## src/rtl/t06_apple_eat_ctrl.sv

```systemverilog
// Apple consumer: detects the snake head landing on the apple and pulses good_collision.
// Tracks score and length, and suppresses double-eats while the generator relocates the apple.
module t06_apple_eat_ctrl #(
    parameter int MAX_LENGTH    = 30,
    parameter int INIT_LENGTH   = 3,
    parameter int SCORE_W       = 8,
    parameter int REARM_TIMEOUT = 16
) (
    input  logic                              system_clk,
    input  logic                              nreset,
    input  logic                              game_active,
    input  logic                              move_tick,
    input  logic [3:0]                        snake_head_x,
    input  logic [3:0]                        snake_head_y,
    input  logic [7:0]                        apple_location,
    output logic                              good_collision,
    output logic                              grow,
    output logic [SCORE_W-1:0]                score,
    output logic [$clog2(MAX_LENGTH+1)-1:0]   snake_length,
    output logic                              length_full
);

    localparam int LEN_W = $clog2(MAX_LENGTH + 1);
    localparam int TMR_W = $clog2(REARM_TIMEOUT);

    localparam logic [LEN_W-1:0] MAX_LEN_C  = LEN_W'(MAX_LENGTH);
    localparam logic [LEN_W-1:0] INIT_LEN_C = LEN_W'(INIT_LENGTH);
    localparam logic [TMR_W-1:0] TMO_LAST_C = TMR_W'(REARM_TIMEOUT - 1);
    localparam logic [7:0]       APPLE_RST  = 8'h55;

    localparam logic [1:0] IDLE     = 2'd0;
    localparam logic [1:0] ARMED    = 2'd1;
    localparam logic [1:0] WAIT_NEW = 2'd2;

    logic [1:0]         state_q, state_d;
    logic               good_collision_q, good_collision_d;
    logic               grow_q, grow_d;
    logic [SCORE_W-1:0] score_q, score_d;
    logic [LEN_W-1:0]   snake_length_q, snake_length_d;
    logic [7:0]         snapshot_q, snapshot_d;
    logic [TMR_W-1:0]   timer_q, timer_d;
    logic               hit;

    assign hit = move_tick & ({snake_head_y, snake_head_x} == apple_location);

    always_comb begin
        state_d          = state_q;
        good_collision_d = 1'b0;
        grow_d           = 1'b0;
        score_d          = score_q;
        snake_length_d   = snake_length_q;
        snapshot_d       = snapshot_q;
        timer_d          = timer_q;

        // Dropping game_active wins over everything, including a hit in the same cycle.
        if (!game_active) begin
            state_d = IDLE;
        end else begin
            case (state_q)
                IDLE: begin
                    state_d        = ARMED;
                    score_d        = '0;
                    snake_length_d = INIT_LEN_C;
                end
                ARMED: begin
                    if (hit) begin
                        good_collision_d = 1'b1;
                        snapshot_d       = apple_location;
                        timer_d          = '0;
                        state_d          = WAIT_NEW;
                        if (score_q != {SCORE_W{1'b1}}) begin
                            score_d = score_q + SCORE_W'(1);
                        end
                        if (snake_length_q < MAX_LEN_C) begin
                            snake_length_d = snake_length_q + LEN_W'(1);
                            grow_d         = 1'b1;
                        end
                    end
                end
                WAIT_NEW: begin
                    // The timeout re-arms even if the generator re-picked the same spot.
                    timer_d = timer_q + TMR_W'(1);
                    if ((apple_location != snapshot_q) || (timer_q == TMO_LAST_C)) begin
                        state_d = ARMED;
                    end
                end
                default: state_d = IDLE;
            endcase
        end
    end

    always_ff @(posedge system_clk or negedge nreset) begin
        if (!nreset) begin
            state_q          <= IDLE;
            good_collision_q <= 1'b0;
            grow_q           <= 1'b0;
            score_q          <= '0;
            snake_length_q   <= INIT_LEN_C;
            snapshot_q       <= APPLE_RST;
            timer_q          <= '0;
        end else begin
            state_q          <= state_d;
            good_collision_q <= good_collision_d;
            grow_q           <= grow_d;
            score_q          <= score_d;
            snake_length_q   <= snake_length_d;
            snapshot_q       <= snapshot_d;
            timer_q          <= timer_d;
        end
    end

    assign good_collision = good_collision_q;
    assign grow           = grow_q;
    assign score          = score_q;
    assign snake_length   = snake_length_q;
    assign length_full    = (snake_length_q == MAX_LEN_C);

endmodule
```

## config.mk

```make
export PLATFORM = sky130hd
export DESIGN_NAME = t06_apple_eat_ctrl
export DESIGN_NICKNAME = d
export VERILOG_FILES = /design/src/rtl/t06_apple_eat_ctrl.sv
export SDC_FILE = /design/constraint.sdc
export NUM_CORES = 1
export LEC_CHECK = 0
export CAP_MARGIN = 15
export CORE_MARGIN = 4
export CORE_UTILIZATION = 54
export CTS_CLUSTER_DIAMETER = 120
export DETAILED_ROUTE_END_ITERATION = 7
export PLACE_DENSITY = 0.84
export SLEW_MARGIN = 20
export SYNTH_ARGS = -nofsm -noshare
export SYNTH_HDL_FRONTEND = slang
export SYNTH_SLANG_ARGS = --single-unit
```

## constraint.sdc

```tcl
create_clock -name system_clk -period 3.1 [get_ports system_clk]
set_input_delay 0.465 -clock system_clk [delete_from_list [all_inputs] [get_ports system_clk]]
set_output_delay 0.465 -clock system_clk [all_outputs]
set_load 0.005 [all_outputs]
```

==> results_dict.tcl <==
set metrics [dict create \
    place_congestion 0.873 \
    num_rows 19 \
    coreArea_sq_mm 0.00285 \
    path_clk_slew_ns 0.08 \
    clk_path_buf_depth 2 \
    synthesis.yosys.warnings 0 \
    io_pins 36 \
    final_net_count 237 \
    stdcell_count 245 \
    fin_crit_sh_pct 78.2 \
    ctsHtreeMaxLevel 2 \
    cts_setup_buffers 0 \
    r2r_end "snapshot_q[3]" \
    avgViaCountPerCell 6.10 \
    synth_cells 176 \
    grt_pass1_wl_um 6730 \
    setup-violations-final 0 \
    synth-edff-count 0 \
    hpwl_um 2870 \
    outcome "finished clean" \
    synthTopCellsByArea "dfrtp_1 (34%), dfstp_2 (9.4%), xnor2_1 (8.3%)" \
    die_x_um 63.8 \
    clock-sinks 29 \
    start_util_pct 58.9 \
    root_buffer "clkbuf_4" \
    n_antenna_cell 0 \
    yosysSeqAreaShare_pct 43.6 \
    power_w 0.000686 \
    start_kind "primary input" \
    cts_buffers 5 \
    gr-total-overflow 0 \
    setup_tns_ns 0 \
    tritoncts "yes" \
    worstHoldPathType "primary input to async pin" \
    fill_cells 223 \
    cts_hold_buf 0 \
    first_iter_violations 113 \
    p_leak_nw 0.875 \
    rr_startpoint "state_q[0]" \
    antenna_found_initial 0 \
    die_y_um 63.8 \
    drv_slew 0 \
    clock.fmax_mhz 413 \
    r2r_cells 5 \
    grt_pass1_vias 1534 \
    timing.final.ws_setup_ns 0.677 \
    rsz0062_at_grt "no" \
    netlist.top_cell.by_area "dfrtp_1" \
    end_kind "flop" \
    pre_cts_ws_ns 0.353 \
    ys.flop_type "dfrtp_1" \
    arrival_ns 2.64 \
    die_area_sq_mm 0.00407 \
    ctsResizeCount 0 \
    crit_fanout 16 \
    netlist_area_sq_mm 0.00168 \
    wl_um 3810 \
    port_buffers 35 \
    drive_above_1_share_pct 11.2 \
    grt_usage_pct 20.8 \
    pwr_density_cell_mw_per_mm2 326 \
    endpoint "snapshot_q[3]" \
    synthArstFlopShare_pct 100 \
    clkLatencyLatePin_ns 0.33 \
    grt_max_degree 30 \
    crit_start "apple_location[3]" \
    syn_to_final_growth_pct 25.3 \
    syn_area_per_cell_sq_um 9.55 \
    synth_fp_nets 200 \
    finalHoldViolCount 0 \
    rrSetupSlack_ns 1.08 \
    ys_types 38 \
    worst_pin_slew_ns 0.555 \
    maxCapViolations 0 \
    worst-setup-path-type "primary input to flop" \
    clock_skew_ns 0.00518 \
    drt_first_pass_iters 7 \
    ir_drop_v 0.000336 \
    drtAntennaViolNets 0 \
    min_period_ns 2.42 \
    slew_headroom_pct 62.7 \
    place_inst 237 \
    wl_per_cell_um 15.6 \
    drc 0 \
    ys_ff_latch 29 \
    vias 1495 \
    cp.required_ns 3.32 \
    yosys.area.top_type_share_pct 34.3 \
]
-- Yosys cell counts, drive strengths merged, types with 2 or more instances --
master and count:
o21ai 7, ha 4, or4 7, nor3 4, o311ai 3, and4 2, nand3 16, dfrtp 23
xnor2 16, o211ai 9, nand4 4, a21oi 6, o31ai 2, and3 3, clkbuf 6, dfstp 6
nor2b 2, inv 5, nand2 22, mux2 8, or3 2, nor2 6
-- routing by layer --
layer	up-vias	track usage (%)	routed length (um)	part of all wire [%]
li1	728	-	-	-
met1	706	24.2	1580	42
met2	55	35.9	1880	49
met3	6	6.13	282	7.4
met4	0	8.36	62	1.6
met5	-	0	0	0
-- power by group --
| part | total (W) | leakage, nW | switching [W] | internal [W] |
|---|---|---|---|---|
| Sequential | 0.000388 | 0.382 | 0.00000497 | 0.000383 |
| Combinational | 0.0000843 | 0.467 | 0.0000417 | 0.0000426 |
| Clock | 0.000214 | 0.0265 | 0.000123 | 0.0000901 |
| Total | 0.000686 | 0.875 | 0.000170 | 0.000516 |
-- layout by cell type, fill, tap and decap left out, drive strengths merged --
cell type,netlist,routed
nor2,6,6
ha,4,4
nand2,22,22
dfstp,6,6
nand2b,1,1
nor3,4,4
buf,1,2
clkdlybuf4s50,0,35
o211ai,9,9
a21oi,6,6
xnor2,16,16
and2,1,1
nor4bb,1,1
and4,2,2
o31a,1,1
or2,1,1
nor4,1,1
and3,3,3
o221ai,1,1
clkbuf,6,8
or3,2,2
o311ai,3,3
or4,7,7
dfrtp,23,23
inv,5,5
o311a,1,1
o21ai,7,7
nor2b,2,2
nand4,4,4
o31ai,2,2
a31oi,1,1
a31o,1,1
nand3,16,16
mux2,8,8
a211o,1,1
a32oi,1,1
-- critical path, stage by stage --
cell and delay (ns):
clkdlybuf4s50_1 0.55, xnor2_1 0.14, nand3_1 0.14, or3_1 0.63
nor2_4 0.34, mux2_2 0.37
-- metrics by stage --
stage	hold WS (ns)	utilization [%]	area, sq um
6_report	0.513	73.8	2110
2_1_floorplan	0.169	-	1680
5_1_grt	0.561	73.8	2110
3_3_place_gp	0.512	72.1	2060
3_5_place_dp	0.519	72.1	2060
4_1_cts	0.521	73.8	2110
-- cells by family after synthesis --
group,share of synthesized area [%]
adders and majority gates,2.98
xor gates and xnor gates,8.34
buffers and inverters,2.75
AOI/OAI and AO/OA,13.9
DFF,43.6
muxes,5.36
and+or+nand+nor,23.0
-- final cells by class --
type / count / area (sq um) / area share (%)
Multi-Input combinational cell: 135 / 901 / 42.8
Sequential cell: 29 / 733 / 34.8
Timing Repair Buffer: 37 / 365 / 17.3
Clock buffer: 8 / 48.8 / 2.32
Tap cell: 31 / 38.8 / 1.84
Inverter: 5 / 18.8 / 0.891
-- worst min-delay path by stage --
| stage | cells after the start | end | start |
|---|---|---|---|
| after floorplan | 0 | good_collision | nreset |
| after global placement | 1 | snapshot_q[7] | snapshot_q[7] |
| after detailed placement | 1 | snapshot_q[7] | snapshot_q[7] |
| after CTS | 2 | timer_q[1] | nreset |
| after global routing | 2 | snake_length[3] | nreset |
| final | 2 | snake_length[3] | nreset |
-- sequential cells by signal, indices dropped and copies added (netlist names) --
signal	count
state_q	2
snapshot_q	8
score	8
grow	1
good_collision	1
timer_q	4
snake_length	5
No activity file was read; power rests on OpenSTA's default activity.
